===== src/rtl/wb_stage.sv =====
// wb_stage -- RV32I writeback stage.
//
// Merges single-cycle ALU results and in-order load returns onto the
// register file's single write port. An in-order pending-load queue holds
// each issued load's destination until its data has been written back, and
// a per-register busy vector is exported so decode can stall on load-use
// and WAW hazards.
//
// Ports:
//   clk, resetn                  core clock, async active-low reset
//   alu_valid/alu_rd/alu_data    ALU result (fixed priority on the write port)
//   ld_issue/ld_issue_rd         load issued to memory (accepted when ready)
//   ld_issue_ready               queue has a free entry
//   ld_rsp_valid/ld_rsp_data     load data return, in issue order
//   reg_write/rd/write_data      register file write port (registered)
//   busy                         per-register pending-load mask, bit 0 = 0
//   rsp_err                      sticky: response with nothing outstanding
module wb_stage #(
   parameter int LQ_DEPTH = 4
) (
   input  logic        clk,
   input  logic        resetn,
   input  logic        alu_valid,
   input  logic [4:0]  alu_rd,
   input  logic [31:0] alu_data,
   input  logic        ld_issue,
   input  logic [4:0]  ld_issue_rd,
   output logic        ld_issue_ready,
   input  logic        ld_rsp_valid,
   input  logic [31:0] ld_rsp_data,
   output logic        reg_write,
   output logic [4:0]  rd,
   output logic [31:0] write_data,
   output logic [31:0] busy,
   output logic        rsp_err
);

   localparam int PW = $clog2(LQ_DEPTH);
   localparam logic [PW:0] PTR_ONE = (PW+1)'(1);
   localparam logic [PW:0] DEPTH_P = (PW+1)'(LQ_DEPTH);

   // Queue storage
   logic [LQ_DEPTH-1:0]            ent_vld_q, ent_vld_d;
   logic [LQ_DEPTH-1:0]            ent_done_q, ent_done_d;
   logic [LQ_DEPTH-1:0][4:0]       ent_rd_q, ent_rd_d;
   logic [LQ_DEPTH-1:0][31:0]      ent_data_q, ent_data_d;

   // Pointers carry one extra wrap bit so that a full queue with every
   // entry unreturned (rptr index == tail index) is still distinguishable
   // from "nothing unreturned".
   logic [PW:0] tail_q, tail_d, rptr_q, rptr_d, head_q, head_d;

   logic        wr_en_q, wr_en_d;
   logic [4:0]  wr_rd_q, wr_rd_d;
   logic [31:0] wr_data_q, wr_data_d;
   logic        rsp_err_q, rsp_err_d;

   logic [PW:0]   count;
   logic [PW-1:0] tail_idx, rptr_idx, head_idx;
   logic          issue_fire, rsp_ok, head_rdy;
   logic [31:0]   busy_vec;

   assign count          = tail_q - head_q;
   assign tail_idx       = tail_q[PW-1:0];
   assign rptr_idx       = rptr_q[PW-1:0];
   assign head_idx       = head_q[PW-1:0];
   assign ld_issue_ready = (count < DEPTH_P);
   assign issue_fire     = ld_issue && ld_issue_ready;
   assign rsp_ok         = (rptr_q != tail_q);
   assign head_rdy       = ent_vld_q[head_idx] && ent_done_q[head_idx];

   always_comb begin
      ent_vld_d  = ent_vld_q;
      ent_done_d = ent_done_q;
      ent_rd_d   = ent_rd_q;
      ent_data_d = ent_data_q;
      tail_d     = tail_q;
      rptr_d     = rptr_q;
      head_d     = head_q;
      wr_en_d    = 1'b0;
      wr_rd_d    = wr_rd_q;
      wr_data_d  = wr_data_q;
      rsp_err_d  = rsp_err_q;

      // Write port: ALU wins; a completed head load waits behind it.
      if (alu_valid) begin
         wr_en_d   = (alu_rd != 5'd0);
         wr_rd_d   = alu_rd;
         wr_data_d = alu_data;
      end else if (head_rdy) begin
         wr_en_d             = (ent_rd_q[head_idx] != 5'd0);
         wr_rd_d             = ent_rd_q[head_idx];
         wr_data_d           = ent_data_q[head_idx];
         ent_vld_d[head_idx] = 1'b0;
         head_d              = head_q + PTR_ONE;
      end

      // Response fills the oldest unreturned entry. The retiring entry (if
      // any) is already done, so it never aliases rptr.
      if (ld_rsp_valid) begin
         if (rsp_ok) begin
            ent_data_d[rptr_idx] = ld_rsp_data;
            ent_done_d[rptr_idx] = 1'b1;
            rptr_d               = rptr_q + PTR_ONE;
         end else begin
            rsp_err_d = 1'b1;
         end
      end

      // Issue is gated by the registered count, so tail never lands on the
      // head entry that may be retiring this cycle.
      if (issue_fire) begin
         ent_vld_d[tail_idx]  = 1'b1;
         ent_done_d[tail_idx] = 1'b0;
         ent_rd_d[tail_idx]   = ld_issue_rd;
         tail_d               = tail_q + PTR_ONE;
      end
   end

   always_ff @(posedge clk or negedge resetn) begin
      if (!resetn) begin
         ent_vld_q  <= '0;
         ent_done_q <= '0;
         ent_rd_q   <= '0;
         ent_data_q <= '0;
         tail_q     <= '0;
         rptr_q     <= '0;
         head_q     <= '0;
         wr_en_q    <= 1'b0;
         wr_rd_q    <= 5'd0;
         wr_data_q  <= 32'd0;
         rsp_err_q  <= 1'b0;
      end else begin
         ent_vld_q  <= ent_vld_d;
         ent_done_q <= ent_done_d;
         ent_rd_q   <= ent_rd_d;
         ent_data_q <= ent_data_d;
         tail_q     <= tail_d;
         rptr_q     <= rptr_d;
         head_q     <= head_d;
         wr_en_q    <= wr_en_d;
         wr_rd_q    <= wr_rd_d;
         wr_data_q  <= wr_data_d;
         rsp_err_q  <= rsp_err_d;
      end
   end

   // Busy mask from registered queue state; x0 never stalls decode.
   always_comb begin
      busy_vec = 32'd0;
      for (int i = 0; i < LQ_DEPTH; i++) begin
         if (ent_vld_q[i]) busy_vec[ent_rd_q[i]] = 1'b1;
      end
   end

   assign busy       = {busy_vec[31:1], 1'b0};
   assign reg_write  = wr_en_q;
   assign rd         = wr_rd_q;
   assign write_data = wr_data_q;
   assign rsp_err    = rsp_err_q;

endmodule


===== config.mk =====
export PLATFORM = sky130hd
export DESIGN_NAME = wb_stage
export DESIGN_NICKNAME = d
export VERILOG_FILES = /design/src/rtl/wb_stage.sv
export SDC_FILE = /design/constraint.sdc
export NUM_CORES = 1
export LEC_CHECK = 0
export CAP_MARGIN = 20
export CORE_MARGIN = 8
export CORE_UTILIZATION = 40
export DETAILED_ROUTE_END_ITERATION = 16
export PLACE_DENSITY_LB_ADDON = 0.2
export SETUP_SLACK_MARGIN = 0.02
export SLEW_MARGIN = 20
export SYNTH_ARGS = -nofsm -noshare
export SYNTH_HDL_FRONTEND = slang
export SYNTH_SLANG_ARGS = --single-unit

===== constraint.sdc =====
create_clock -name clk -period 2 [get_ports clk]
set_input_delay 0.6 -clock clk [delete_from_list [all_inputs] [get_ports clk]]
set_output_delay 0.6 -clock clk [all_outputs]
set_load 0.02 [all_outputs]

==> flow_metrics.tcl <==
set metrics [dict create \
    outcome "complete, but fails checks" \
    violations "negative setup slack" \
    first_global_vias 7733 \
    ff_latch_area_um2 5120 \
    core_area_um2 24900 \
    post-route-min-period_ps 2430 \
    fmax_mhz 411 \
    startpoint "ent_vld_q[2]" \
    clock_latency_ps 500 \
    synth_edf_count 0 \
    crit_required_ps 1400 \
    dp.cells 1293 \
    numClockSinks 204 \
    grt_usage_pct 17.0 \
    vias 7308 \
    clk_path_buf_depth 3 \
    swShare_pct 35.9 \
    cts_buffers 23 \
    synthTopCellsByArea "dfrtp_1, mux2_2, mux4_2" \
    criticalPathCategory "flop to primary output" \
    drv_cap 0 \
    area_growth_pct 39.5 \
    finalWorstSetupSlack_ps -431 \
    drc 0 \
    drt_pass1_iterations 5 \
    timing.rr.start "ent_rd_q[4]" \
    routedWlPerCell_um 19.7 \
    fillers 2159 \
    synth-seq-area-share_pct 51.1 \
    slowest_stage "or3b_4" \
    numPortBuffers 149 \
    drive_gt1_share_pct 43.8 \
    die_w_um 174 \
    grt_pass1_wl_um 42400 \
    antenna_cells 0 \
    worstSetupStartpointType "flop" \
    power_frac_clock_pct 16.8 \
    syn_inst 766 \
    cts_tree "built" \
    ir_drop_v 0.000764 \
    yosysTopAreaCell "dfrtp_1" \
    period_share_pct 122 \
    async_flop_share_pct 100 \
    tns_ps -11950 \
    rsz0062_at_grt "true" \
    antenna_found_initial 0 \
    p_seq_share_pct 29.3 \
    p_int_mw 16.4 \
    wirelength_um 26900 \
    syn_nets 858 \
    path_max_fanout 7 \
    yosys.cell_types.count 39 \
    globalplace.congestion 0.865 \
    hold_viol 0 \
    die_area_um2 30300 \
    clock-root-buffer "clkbuf_16" \
    worstPathCellList "or3b_4 -> o22ai_2 -> a221o_1 -> buf_6" \
    clk_pin_slew_ps 60 \
    multiInputGateArea_um2 4900 \
    fin_nets 1108 \
    num_rows 58 \
    rr_worst_depth 6 \
    cellLeakagePower_nw 6.10 \
    synth_most_common_cell "dfrtp_1" \
    netlist_area_um2 10000 \
    dp.final_hpwl_um 17900 \
    holdCritPathClass "input pin to async pin" \
    io_pins 151 \
    via_per_inst 5.36 \
    slew_viol_final 0 \
    pwr-share-comb_pct 53.9 \
    cellPowerDensity_nw_per_um2 1840 \
    synth_flop_cell "dfrtp_1" \
    ant_nets 0 \
    fin_skew_ps 8.92 \
    drt_iter0_markers 448 \
    end_kind "primary output" \
    avgSynthCellArea_um2 13.0 \
    yosysTopAreaCellShare_pct 51.1 \
    start_util_pct 40.2 \
    max_stage_delay_ps 490 \
    fin_cells 1363 \
    overflow 0 \
    yosysWarnings 0 \
    ys_ff_latch 204 \
    ctsHoldBuffers 0 \
    arrival_ps 1830 \
    ys_top_cells_by_count "dfrtp_1, mux2_2, nand2_1, mux4_2, mux2i_1" \
    die_y_um 174 \
    setup-violations-final 33 \
    grt_max_degree 50 \
    h-tree-depth 1 \
    power.switching_mw 9.21 \
]
cell families after synthesis:
logic type,Yosys count,share of synthesized area (%)
mux,224,29.1
other cells,1,0.0375
compound gates,114,7.51
buf+inv,63,2.93
simple gates,136,6.81
fa+ha+maj,13,1.63
xor+xnor,11,0.964
flops,204,51.1
repair_timing:
item,CTS,global route
cloned,0,5
pin swaps,36,17
buffers inserted,19,9
resized for setup,291,44
setup endpoints to repair,91,102
registers in the layout (all words and copies together), names as in the netlist:
register and flops:
reg_write 1, ent_done_q 4, ent_data_q 128, rsp_err 1, tail_q 3, rd 5
ent_rd_q 20, write_data 32, head_q 3, ent_vld_q 4, rptr_q 3
per-layer routing:
layer,vias up,routed length (um),global-route usage (%)
li1,3346,-,-
met1,3673,11600,21.4
met2,223,13100,28.7
met3,66,1560,3.88
met4,0,648,5.17
met5,-,0,0
per-stage QoR:
stage	setup WS, ps	hold slack, ps	power [mW]	area, um2	util, %
floorplan	-39.5	304	15.1	10000	-
global placement	-429	461	19.7	12600	50.4
detailed placement	-463	475	19.9	12600	50.4
CTS	-442	48.1	24.8	13600	54.7
global route	-513	59.1	27.3	13900	56.0
finish	-431	44.7	25.6	13900	56.0
power by group through the flow:
| stage | Combinational (mW) | Sequential, mW | Clock, mW |
|---|---|---|---|
| after floorplan | 7.52 | 7.57 | 0 |
| after global placement | 12.3 | 7.43 | 0 |
| after detailed placement | 12.4 | 7.52 | 0 |
| after CTS | 12.8 | 7.49 | 4.44 |
| after global routing | 14.8 | 7.79 | 4.61 |
| final | 13.8 | 7.51 | 4.30 |
area by class of cell:
type / count / share of cell area [%]
Multi-Input combinational cell: 499 / 35.1
Timing Repair Buffer: 281 / 19.3
Clock inverter: 8 / 0.727
Tap cell: 330 / 2.96
Sequential cell: 204 / 36.7
Inverter: 7 / 0.206
Clock buffer: 34 / 4.93
layout by cell type, fill, tap and decap left out, drive strengths merged, types with 2 or more instances in the layout:
cell	synthesis	final
a21o	4	4
a21oi	13	13
a221o	7	7
a22oi	16	16
and3	8	8
and3b	6	6
buf	28	161
bufinv	0	2
clkbuf	28	39
clkdlybuf4s50	0	76
clkinv	0	2
clkinvlp	0	3
dfrtp	204	204
dlygate4sd2	0	39
ha	13	13
inv	7	8
mux2	149	149
mux2i	37	37
mux4	38	38
nand2	68	68
nand3	4	4
nand3b	10	10
nor2	20	20
nor3	2	2
nor3b	8	8
o211ai	8	8
o21ai	41	41
o221ai	16	16
o22ai	7	7
or3	2	2
or3b	5	5
or4	2	2
xnor2	9	9
xor2	2	2
final timing paths:
kind / slack, ps / end
min in group clk: 470 / rsp_err
worst min register to register: 470 / rsp_err
max in group asynchronous: 1300 / ent_rd_q[8]
worst min-delay path: 40 / ent_data_q[60]
worst max register to register: -30 / reg_write
worst max-delay path: -430 / busy[12]
worst max-delay path, delay by kind of cell (launching register included):
family	cells	cell delay, ps
buf+inv	1	120
simple gates	1	490
flops	1	420
compound gates	2	310
Power figures use the tool's default switching activity.
